**config.mk**
```make
export PLATFORM = sky130hd
export DESIGN_NAME = irq_priority_encoder
export DESIGN_NICKNAME = d
export VERILOG_FILES = /design/src/rtl/irq_priority_encoder_pkg.sv /design/src/rtl/irq_priority_encoder_sync.sv /design/src/rtl/irq_priority_encoder.sv
export SDC_FILE = /design/constraint.sdc
export NUM_CORES = 1
export LEC_CHECK = 0
export ABC_AREA = 1
export ABC_CLOCK_PERIOD_IN_PS = 1100
export CAP_MARGIN = 20
export CORE_MARGIN = 2
export CORE_UTILIZATION = 50
export DETAILED_ROUTE_END_ITERATION = 8
export DONT_BUFFER_PORTS = 1
export PLACE_DENSITY = 0.69
export SYNTH_ARGS = -nofsm -noshare
export SYNTH_HDL_FRONTEND = slang
export SYNTH_HIERARCHICAL = 1
export SYNTH_SLANG_ARGS = --single-unit
```
**constraint.sdc**
```tcl
create_clock -name clk -period 1.1 [get_ports clk]
set_input_delay 0.22 -clock clk [delete_from_list [all_inputs] [get_ports clk]]
set_output_delay 0.22 -clock clk [all_outputs]
set_load 0.1 [all_outputs]
```
**src/rtl/irq_priority_encoder_pkg.sv**
```systemverilog
// Shared constants and FSM state encoding for the 8-line interrupt priority encoder.
package irq_priority_encoder_pkg;

    localparam int N_IRQ       = 8;
    localparam int ID_W        = 3;
    localparam int SYNC_STAGES = 2;

    typedef enum logic [1:0] {
        S_IDLE    = 2'd0,
        S_REQ     = 2'd1,
        S_SERVICE = 2'd2
    } irq_state_e;

endpackage

```
**src/rtl/irq_priority_encoder_sync.sv**
```systemverilog
// Vector synchronizer for asynchronous active-low request lines; resets to all ones (idle).
module irq_priority_encoder_sync #(
    parameter int WIDTH  = 8,
    parameter int STAGES = 2
) (
    input  logic             clk,
    input  logic             rst_n,
    input  logic [WIDTH-1:0] d,
    output logic [WIDTH-1:0] q
);

    logic [WIDTH-1:0] sync_q [STAGES];

    always_ff @(posedge clk or negedge rst_n) begin
        if (!rst_n) begin
            for (int i = 0; i < STAGES; i++) sync_q[i] <= '1;
        end else begin
            sync_q[0] <= d;
            for (int i = 1; i < STAGES; i++) sync_q[i] <= sync_q[i-1];
        end
    end

    assign q = sync_q[STAGES-1];

endmodule

```
**src/rtl/irq_priority_encoder.sv**
```systemverilog
// Edge-latching interrupt encoder: synchronizes active-low requests, keeps pending bits and
// presents the lowest-index eligible line to the CPU through a req/ack/eoi handshake.
module irq_priority_encoder
    import irq_priority_encoder_pkg::*;
(
    input  logic             clk,
    input  logic             rst_n,
    input  logic             ena,
    input  logic [N_IRQ-1:0] irq_n,
    input  logic [N_IRQ-1:0] mask,
    input  logic             int_ack,
    input  logic             int_eoi,
    output logic             int_req,
    output logic [ID_W-1:0]  int_id,
    output logic [N_IRQ-1:0] pending,
    output logic             busy
);

    logic [N_IRQ-1:0] sync_irq_n;
    logic [N_IRQ-1:0] prev_irq_n;
    logic [N_IRQ-1:0] fell;
    logic [N_IRQ-1:0] eligible;
    logic [N_IRQ-1:0] clr;
    logic [N_IRQ-1:0] pending_d;
    logic [ID_W-1:0]  id_d;
    irq_state_e       state_q;
    irq_state_e       state_d;

    function automatic logic [ID_W-1:0] lowest_set(input logic [N_IRQ-1:0] v);
        lowest_set = '0;
        for (int i = N_IRQ - 1; i >= 0; i--) begin
            if (v[i]) lowest_set = ID_W'(i);
        end
    endfunction

    irq_priority_encoder_sync #(
        .WIDTH  (N_IRQ),
        .STAGES (SYNC_STAGES)
    ) u_sync (
        .clk   (clk),
        .rst_n (rst_n),
        .d     (irq_n),
        .q     (sync_irq_n)
    );

    assign fell     = prev_irq_n & ~sync_irq_n;
    assign eligible = pending & ~mask;

    always_comb begin
        state_d = state_q;
        id_d    = int_id;
        clr     = '0;
        if (!ena) begin
            state_d = S_IDLE;
        end else begin
            case (state_q)
                S_IDLE: begin
                    if (eligible != '0) begin
                        state_d = S_REQ;
                        id_d    = lowest_set(eligible);
                    end
                end
                S_REQ: begin
                    // Ack beats a simultaneous mask; a presented id is never pre-empted.
                    if (int_ack) begin
                        state_d     = S_SERVICE;
                        clr[int_id] = 1'b1;
                    end else if (mask[int_id]) begin
                        state_d = S_IDLE;
                    end
                end
                S_SERVICE: begin
                    if (int_eoi) state_d = S_IDLE;
                end
                default: state_d = S_IDLE;
            endcase
        end
        // A fresh edge on the line being acked must survive, so set is applied after clear.
        pending_d = ena ? ((pending & ~clr) | fell) : '0;
    end

    always_ff @(posedge clk or negedge rst_n) begin
        if (!rst_n) begin
            prev_irq_n <= '1;
            pending    <= '0;
            state_q    <= S_IDLE;
            int_id     <= '0;
            int_req    <= 1'b0;
            busy       <= 1'b0;
        end else begin
            prev_irq_n <= sync_irq_n;
            pending    <= pending_d;
            state_q    <= state_d;
            int_id     <= id_d;
            int_req    <= (state_d == S_REQ);
            busy       <= (state_d == S_SERVICE);
        end
    end

endmodule
```
==> metrics.cfg <==
[clock_tree]
cts_sinks = 39
cts_made_buffers = 5
cts_tree = yes
htree_num_levels = 2
clkTransAtPathRegs_ns = 0.13
clk_path_buf_depth = 2
root_buffer = clkbuf_4
insertion_delay_ns = 0.35

[timing]
fmax_mhz = 707.7
drv_slew = 0
worst_pin_slew_ns = 0.4568
finClkSkew_ns = 0.01914
hold_violations = 0
finalWorstSetupSlack_ns = -0.3130
rsz0062_at_grt = true
maxSlewHeadroom_pct = 69.51
fin_crit_sh_pct = 128.5
fin_tns_setup_ns = -4.242
finalSetupViolCount = 26
min_period_ns = 1.413

[placement]
port_buffers = 0
dp_hpwl_mm = 2.159
globalplace.congestion = 0.8576
preCtsSetupSlack_ns = -0.1330
dp.cells = 222

[die]
io_pins = 34
core_um2 = 3028
die_h_um = 60.27
start_util_pct = 52.27
placementRows = 20
dieArea_um2 = 3632
fp.dieW_um = 60.27

[synthesis]
synth_mux_area_share_pct = 0
syn_area_um2 = 1583
synthAdderAreaFrac_pct = 0
synth.top_cell.area_share_pct = 39.84
synth_xor_area_share_pct = 0
ys_seq_elements = 39
synthMostInstantiatedCell = nand2_1
yosys.area_share.simple_pct = 17.79
syn_nets = 185
yosysTopAreaCell = dfstp_2
ys_seq_area_share_pct = 63.56
synth_top_family_by_area = simple AND/OR/NAND/NOR gates
netlist_instances = 164
netlist_top_cells_count = nand2_1, dfstp_2, inv_1
yosysWarningCount = 6
ys_types = 21
synth_edf_count = 0
async_flop_share_pct = 100.0
synth_compound_area_share_pct = 8.617
synthTopCellsByArea = dfstp_2, dfrtp_1, nand2_1, inv_1, a21oi_1
synth_ff_type = dfstp_2
synth_area_per_cell_um2 = 9.651

[global_route]
grt_pass1_vias = 1241
antenna_found_initial = 0
grt_pass1_wl_mm = 5.575
grt_usage_pct = 21.36
grt_max_degree = 40
overflow = 0

[drt]
vias = 1327
drt_pass1_iterations = 5
ant_nets = 0
wl_per_cell_um = 17.30
drc = 0
vias_per_cell = 5.308
initialDrtViolationCount = 73
wirelength_mm = 4.324

[setup_path]
worstSetupPathType = register to register
critPathRequiredTime_ns = 1.36
crit_arrival_ns = 1.67
crit_path_end_kind = register
cp-start-kind = register
crit_fanout = 6

[finish]
drive_above_1_share_pct = 58.25
nets = 226
diodes = 0
post-route-util_pct = 81.53
layout-area-overhead-vs-synth_pct = 55.97
layout.cells.non_filler = 250

[power]
peakVddDrop_uv = 1106
p_leak_nw = 1.129
power.density_nw_per_um2 = 1886

[outcome]
status = finished with violations
violations = negative setup slack

[worst_hold_path]
hold_class = input port to register

[run]
drv_cap = 0

## cells by family after synthesis
family                 count (synthesis)
AOI/OAI and AO/OA                     25
and+or+nand+nor                       66
buffers and inverters                 34
DFF                                   39
## layout by cell type (no fill, tap or decap), types with 2 or more instances in the layout
cell type,instances
buf_4,16
dfrtp_2,2
dfstp_2,24
o21ai_1,2
a21oi_1,12
nor2_2,2
nor2_4,3
nand3_4,3
o21ai_2,6
nand2_4,8
inv_2,2
nand2_2,5
dlygate4sd3_1,9
nor3_4,2
inv_1,20
a21oi_2,2
nand3_2,3
buf_12,15
clkbuf_4,5
dfrtp_4,11
nand2_1,32
buf_6,4
dfrtp_1,2
nor2_1,6
## timing repair
| action | 4_1_cts | 5_1_grt |
|---|---|---|
| setup buffers | 5 | 5 |
| pin swaps | 6 | 10 |
| resized for setup | 48 | 31 |
| hold buffers | 10 | 0 |
| endpoints found under the setup margin | 25 | 26 |
| endpoints found under the hold margin | 47 | 0 |
## state kept, by name (all words and copies together), names as in the netlist
signal         cells
busy               1
int_id             3
int_req            1
pending            8
prev_irq_n         8
state_q            2
u_sync/q           8
u_sync/sync_q      8
## layout make-up
cell class / instances / area, um2
clock buffer: 6 / 51.30
clock inverter: 2 / 38.79
multi-input combinational: 91 / 618.1
timing repair buffer: 44 / 555.5
tap: 44 / 55.05
sequential: 39 / 1050
fill: 159 / 559.3
inverter: 24 / 100.1
## metrics by stage
| step | hold slack [ns] | area (um2) | power, mW |
|---|---|---|---|
| after floorplan | -0.07559 | 1670 | 2.671 |
| after global placement | -0.07474 | 1856 | 2.926 |
| after detailed placement | -0.07490 | 1856 | 2.950 |
| after CTS | 0.04698 | 2296 | 4.388 |
| after global routing | 0.004640 | 2469 | 4.826 |
| final | 0.008919 | 2469 | 4.655 |
## report_power, final
part           switching (mW)  internal (mW)  leakage [nW]
Sequential              0.157           1.63         0.429
Clock                   0.485          0.549        0.0489
Combinational            1.14          0.699         0.651
Total                    1.78           2.87          1.13
## per-layer routing
metal / global-route usage [%] / wire length, um
met1: 24.16 / 1589
met2: 36.49 / 2252
met3: 8.009 / 257
met4: 7.937 / 225
met5: 0 / 0
## path summary, 6_finish.rpt
kind | startpoint | endpoint | slack [ns] | cells after the start
setup / recovery | int_id[0] | int_req | -0.31 | 8
min in group asynchronous | rst_n | pending[3] | 0.30 | 2
setup reg to reg | int_id[0] | int_req | -0.31 | 8
hold / removal | ena | int_id[1] | 0.009 | 2
max in group asynchronous | rst_n | u_sync/q[1] | 0.53 | 2
hold reg to reg | u_sync/q[1] | prev_irq_n[1] | 0.35 | 0
## critical path, stage by stage, from the launching register on
cell and delay [ns]:
dfrtp_4 0.51, buf_6 0.16, inv_8 0.08, nand2_1 0.07, nand3_2 0.09, o21ai_2 0.07, nor2_2 0.11, nand2_1 0.08
a21oi_1 0.14
No activity file was read; power rests on OpenSTA's default activity.
